File: src/rtl/bcrypt_pkg.sv
// bcrypt_pkg: shared constants, state encoding and salt word selection for the ExpandState sequencer
package bcrypt_pkg;

    localparam int NUM_P        = 18;
    localparam int S_ENTRIES    = 256;
    localparam int NUM_S        = 4;
    localparam int P_BLOCKS     = NUM_P / 2;
    localparam int TOTAL_BLOCKS = P_BLOCKS + NUM_S * S_ENTRIES / 2;

    typedef logic [2:0] state_t;

    localparam state_t IDLE = 3'd0;
    localparam state_t LOAD = 3'd1;
    localparam state_t RUN  = 3'd2;
    localparam state_t WR0  = 3'd3;
    localparam state_t WR1  = 3'd4;
    localparam state_t FIN  = 3'd5;

    // Word 0 is the most significant 32 bits of the salt.
    function automatic logic [31:0] salt_word(input logic [127:0] salt, input logic [1:0] idx);
        logic [1:0] k;
        k = ~idx;
        return salt[{k, 5'd0} +: 32];
    endfunction

endpackage

File: src/rtl/block_addr_gen.sv
// block_addr_gen: maps a block index and word half to the P or S-box write slot
module block_addr_gen
    import bcrypt_pkg::*;
(
    input  logic [9:0] blk,
    input  logic       half,
    output logic       is_p,
    output logic [1:0] s_box,
    output logic [7:0] addr
);

    logic [8:0] off;

    assign off   = 9'(blk - 10'(P_BLOCKS));
    assign is_p  = blk < 10'(P_BLOCKS);
    assign s_box = is_p ? 2'd0 : off[8:7];
    assign addr  = is_p ? {blk[6:0], half} : {off[6:0], half};

endmodule

File: src/rtl/expand_state_ctrl.sv
// expand_state_ctrl: sequences the 521 chained feistel encryptions of ExpandState into the P and S arrays
module expand_state_ctrl
    import bcrypt_pkg::*;
(
    input  logic         clk,
    input  logic         reset,
    input  logic         start,
    input  logic         use_salt,
    input  logic [127:0] salt,
    output logic         f_start,
    output logic [31:0]  f_L,
    output logic [31:0]  f_R,
    input  logic [31:0]  f_resultL,
    input  logic [31:0]  f_resultR,
    input  logic         f_done,
    output logic         own_sram,
    output logic         p_cs_l,
    output logic         p_we_l,
    output logic [7:0]   p_addr,
    output logic [31:0]  p_in,
    output logic [3:0]   s_cs_l,
    output logic [3:0]   s_we_l,
    output logic [7:0]   s_addr,
    output logic [31:0]  s_in,
    output logic         busy,
    output logic         done
);

    state_t      state;
    logic [9:0]  blk;
    logic [31:0] c_l, c_r;
    logic        salt_en;
    logic        wr, half, is_p, p_wr, s_wr;
    logic [1:0]  s_box;
    logic [7:0]  addr;
    logic [31:0] wdata, salt_l, salt_r;

    assign wr    = (state == WR0) || (state == WR1);
    assign half  = state == WR1;
    assign p_wr  = wr && is_p;
    assign s_wr  = wr && !is_p;
    assign wdata = half ? c_r : c_l;

    block_addr_gen u_addr (
        .blk   (blk),
        .half  (half),
        .is_p  (is_p),
        .s_box (s_box),
        .addr  (addr)
    );

    // Pass sequencing: block counter, result chaining and state transitions
    always_ff @(posedge clk) begin
        if (reset) begin
            state   <= IDLE;
            blk     <= '0;
            c_l     <= '0;
            c_r     <= '0;
            salt_en <= 1'b0;
        end else begin
            case (state)
                IDLE: if (start) begin
                    state   <= LOAD;
                    blk     <= '0;
                    c_l     <= '0;
                    c_r     <= '0;
                    salt_en <= use_salt;
                end
                LOAD: state <= RUN;
                RUN: if (f_done) begin
                    c_l   <= f_resultL;
                    c_r   <= f_resultR;
                    state <= WR0;
                end
                WR0: state <= WR1;
                WR1: if (blk == 10'(TOTAL_BLOCKS - 1)) state <= FIN;
                     else begin
                         blk   <= blk + 10'd1;
                         state <= LOAD;
                     end
                default: state <= IDLE;
            endcase
        end
    end

    // Even blocks mix salt words 0/1, odd blocks words 2/3
    assign salt_l = salt_en ? salt_word(salt, {blk[0], 1'b0}) : 32'd0;
    assign salt_r = salt_en ? salt_word(salt, {blk[0], 1'b1}) : 32'd0;

    assign f_start  = state == LOAD;
    assign f_L      = f_start ? c_l ^ salt_l : 32'd0;
    assign f_R      = f_start ? c_r ^ salt_r : 32'd0;
    assign own_sram = wr;
    assign p_cs_l   = !p_wr;
    assign p_we_l   = !p_wr;
    assign p_addr   = p_wr ? addr : 8'd0;
    assign p_in     = p_wr ? wdata : 32'd0;
    assign s_cs_l   = s_wr ? ~(4'b0001 << s_box) : 4'hF;
    assign s_we_l   = s_cs_l;
    assign s_addr   = s_wr ? addr : 8'd0;
    assign s_in     = s_wr ? wdata : 32'd0;
    assign busy     = state != IDLE;
    assign done     = state == FIN;

endmodule

File: config.mk
export PLATFORM = sky130hd
export DESIGN_NAME = expand_state_ctrl
export DESIGN_NICKNAME = d
export VERILOG_FILES = /design/src/rtl/bcrypt_pkg.sv /design/src/rtl/block_addr_gen.sv /design/src/rtl/expand_state_ctrl.sv
export SDC_FILE = /design/constraint.sdc
export NUM_CORES = 1
export LEC_CHECK = 0
export BUFFER_PORTS_ARGS = -buffer_cell sky130_fd_sc_hd__buf_2
export CAP_MARGIN = 20
export CORE_AREA = 2 2 140 142
export CTS_CLUSTER_DIAMETER = 60
export DETAILED_ROUTE_END_ITERATION = 6
export DIE_AREA = 0 0 142 144
export GPL_ROUTABILITY_DRIVEN = 1
export PLACE_DENSITY = 0.76
export REMOVE_ABC_BUFFERS = 1
export SYNTH_ARGS = -nofsm -noshare
export SYNTH_HDL_FRONTEND = slang
export SYNTH_HIERARCHICAL = 1
export SYNTH_SLANG_ARGS = --single-unit
File: constraint.sdc
create_clock -name clk -period 4.5 [get_ports clk]
set_input_delay 0.45 -clock clk [delete_from_list [all_inputs] [get_ports clk]]
set_output_delay 0.45 -clock clk [all_outputs]
set_load 0.005 [all_outputs]
==> qor_table.md <==
| Parameter | This run | Unit |
| --- | --- | --- |
| Maximum number of buffers from clock root to sink | 2 | - |
| Initial antenna violation count | 0 | - |
| Cells on Worst Hold Path | 3 | - |
| R2R cell count | 7 | - |
| Residual DRC | 0 | - |
| Post-synthesis area per instance | 8.51 | um^2 |
| Routed WL per cell | 15.4 | um |
| Cell Pwr Density | 237 | nW/um^2 |
| Post-CTS setup-driven buffer insertion count | 0 | - |
| Biggest area consumer among synthesized cells | dfxtp_1 | - |
| Total instance count after detailed placement | 1294 | - |
| Final layout net count | 1267 | - |
| Number of port buffers | 354 | - |
| Clock network power share | 0.414 | - |
| Via count of the first global-routing pass | 5996 | - |
| TritonCTS clock tree | done | - |
| Critical-path cell list | inv_1, ha_1, nand2b_1, a211oi_4, nand2b_2, or3_1, buf_2 | - |
| Met2 wirelength from detailed routing | 10400 | um |
| H-tree depth reported by CTS | 3 | - |
| Transition time at the pin with the least slew margin | 1.07 | ns |
| Crit path max fanout | 37 | - |
| Post-DP HPWL | 14900 | um |
| Flop and latch count out of synthesis | 78 | - |
| Worst slack on hold paths | 0.344 | ns |
| Time the worst path needs with I/O delays and setup | 3.48 | ns |
| Worst-case headroom to the max-slew limit | 0.288 | - |
| Drt first pass iters | 4 | - |
| Maximum number of pins on one net before global-route repair | 65 | - |
| Placement row count | 51 | - |
| Top cell type's share of synthesized area | 0.240 | - |
| Filler Cell Count | 1878 | - |
| Flop pwr share | 0.375 | - |
| Clock latency at the later pin of the worst-skew pair | 0.34 | ns |
| Multi-input combinational cell area | 4400 | um^2 |
| Endpoint of the lowest-slack register-to-register path | blk[4] | - |
| Gpl congestion | 0.861 | - |
| I/O pin count | 355 | - |
| RSZ-0062 raised after global routing | false | - |
| Gate Count Post-Synth | 763 | - |
| Worst Path Arrival | 3.03 | ns |
| Wire length on met3 | 1170 | um |
| Routed met1 length | 8280 | um |
| Total Power | 2.00 | mW |
| Maximum vdd drop | 0.156 | mV |
| Post-route core utilization | 0.443 | - |
| Post-route insts no fill | 1310 | - |
| Req. time, crit path | 4.05 | ns |
| Total CTS buffers | 9 | - |
| Cell area after synthesis | 6500 | um^2 |
| Run status | completed | - |
| Worst setup path end | s_cs_l[0] | - |
| Total negative slack for setup checks | 0 | ns |
| Placed standard-cell area | 8120 | um^2 |
| Maximum clock skew at final layout | 0.00789 | ns |
| Leading cell types in the layout, fill and taps excluded | buf_2 (353), nor2_1 (138), dfxtp_1 (76) | - |
| Switching part of the total power | 0.286 | - |
| Share of the clock period used by the worst path | 0.773 | - |
| Worst Slack Setup Final | 1.02 | ns |
| Cell at the root of the clock tree | clkbuf_16 | - |
| Vias per inst | 4.94 | - |
| Synth-to-Final Area Change | 30.1 | % |
| Highest metal layer with signal wires | met4 | - |
| Antenna cell count | 0 | - |
| First-pass GRT wire length | 30900 | um |
| Cell Int Power | 1.43 | mW |
| Top area cells in the synthesized netlist | dfxtp_1 (24%), a22oi_2 (12%), xor2_1 (8.6%) | - |
| Max stage delay cell, worst path | nand2b_2 | - |
| Area taken by flip-flops and latches | 1570 | um^2 |
| Fraction of layout cells with a size suffix above 1 | 0.524 | - |
| Ys flop type | dfxtp_1 | - |
| Fin. Hold Viols | 0 | - |
| Number of flops mapped to enable cells by yosys | 0 | - |
| Hold-fix buffers, CTS | 0 | - |
| Routed via count | 6469 | - |
| CP Launch Type | flop | - |
| Psw | 574 | uW |
| Area of all placed cells without fillers | 8450 | um^2 |
| Async S/R FF share, synth | 0 | - |
| Cell variety after synth | 54 | - |
| Maximum Capacitance Violations | 0 | - |
| Die outline area | 20400 | um^2 |
| Worst slack after detailed placement | 1.39 | ns |
| Category of the most critical setup path | reg -> out | - |
| LEAKAGE | 3.59 | nW |
| DIE HEIGHT | 144 | um |
| Worst R2R Start | blk[0] | - |
| Die width | 142 | um |
| Combinational share of power | 0.211 | - |
| Antenna Nets Post-Route | 0 | - |
| Final-report max-slew violation count | 0 | - |
| Delay contributed by the slowest stage of the critical path | 0.67 | ns |
| Capturing element type of the critical path | output port | - |
| DRT Wirelength | 20100 | um |
| Part of the Yosys area used for sequential elements | 0.240 | - |
| Core Footprint | 19100 | um^2 |
| Resized cells post-CTS | 0 | - |
| Num Clock Sinks | 78 | - |
| Leading cell type in the layout, fill and taps excluded | buf_2 | - |
| Initial standard-cell utilization of the core | 0.340 | - |
| All-Layer GR Usage | 0.191 | - |
| Kind of path behind the tightest hold check | in -> reg | - |
| Reg-to-reg setup timing slack | 1.85 | ns |
| Start point of the critical path | blk[0] | - |
| Yosys Warn Count | 6 | - |
| Clock-pin slew of the registers on the worst-case setup and hold paths | 0.06 | ns |
| Initial drt markers | 264 | - |
| Setup Viol. Count Final | 0 | - |
| Final global-route overflow total | 0 | - |
| Timing-limited maximum frequency | 287 | MHz |
[routing by layer]
metal / vias up / track usage
li1: 3202 / -
met1: 2999 / 0.216
met2: 247 / 0.352
met3: 21 / 0.0467
met4: 0 / 0.0589
met5: - / 0
[worst max-delay path, delay by kind of cell (launching register included)]
| family | cells | cell delay, ns |
|---|---|---|
| compound gates | 1 | 0.14 |
| simple gates | 3 | 1.37 |
| flops | 1 | 0.65 |
| fa+ha+maj | 1 | 0.26 |
| buf+inv | 2 | 0.27 |
[area by class of cell]
class,count,area share
multi-input cells,611,0.521
repair buffers,361,0.216
flip-flops and latches,78,0.185
well taps,238,0.0352
clock buffers,13,0.0320
clock inverters,3,0.00770
inverters,6,0.00267
[state kept, by name, indices dropped and copies added (netlist names)]
| register | count |
|---|---|
| salt_en | 1 |
| blk | 10 |
| c_r | 32 |
| c_l | 32 |
| state | 3 |
[synth_stat cells, types with 15 or more instances]
cell / n
clkbuf_1: 18
nor2_1: 138
nor2_2: 61
mux2i_1: 33
mux2_2: 49
buf_4: 15
buf_6: 17
mux2_1: 17
a22oi_2: 60
xor2_1: 64
nand2_1: 70
dfxtp_1: 78
[cell families after synthesis]
group,synth area share
AO/OA/AOI/OAI,0.167
multiplexers,0.165
AND/OR/NAND/NOR,0.249
buffers and inverters,0.0838
adder cells (fa/ha/maj),0.00578
XOR/XNOR,0.0890
flip-flops,0.240
[worst min path at each step]
stage	startpoint	end
2_1_floorplan	blk[9]	blk[9]
3_3_place_gp	c_l[12]	c_l[12]
3_5_place_dp	c_l[13]	c_l[13]
4_1_cts	use_salt	salt_en
5_1_grt	f_resultR[21]	c_r[21]
6_report	use_salt	salt_en
[power groups by stage]
stage	logic, mW	clock network (mW)	registers (mW)
floorplan	0.239	0	0.762
global placement	0.418	0	0.767
detailed placement	0.426	0	0.768
CTS	0.428	0.849	0.753
global route	0.466	0.879	0.756
finish	0.423	0.829	0.752
Note: power is estimated with default switching activity, not from simulation.
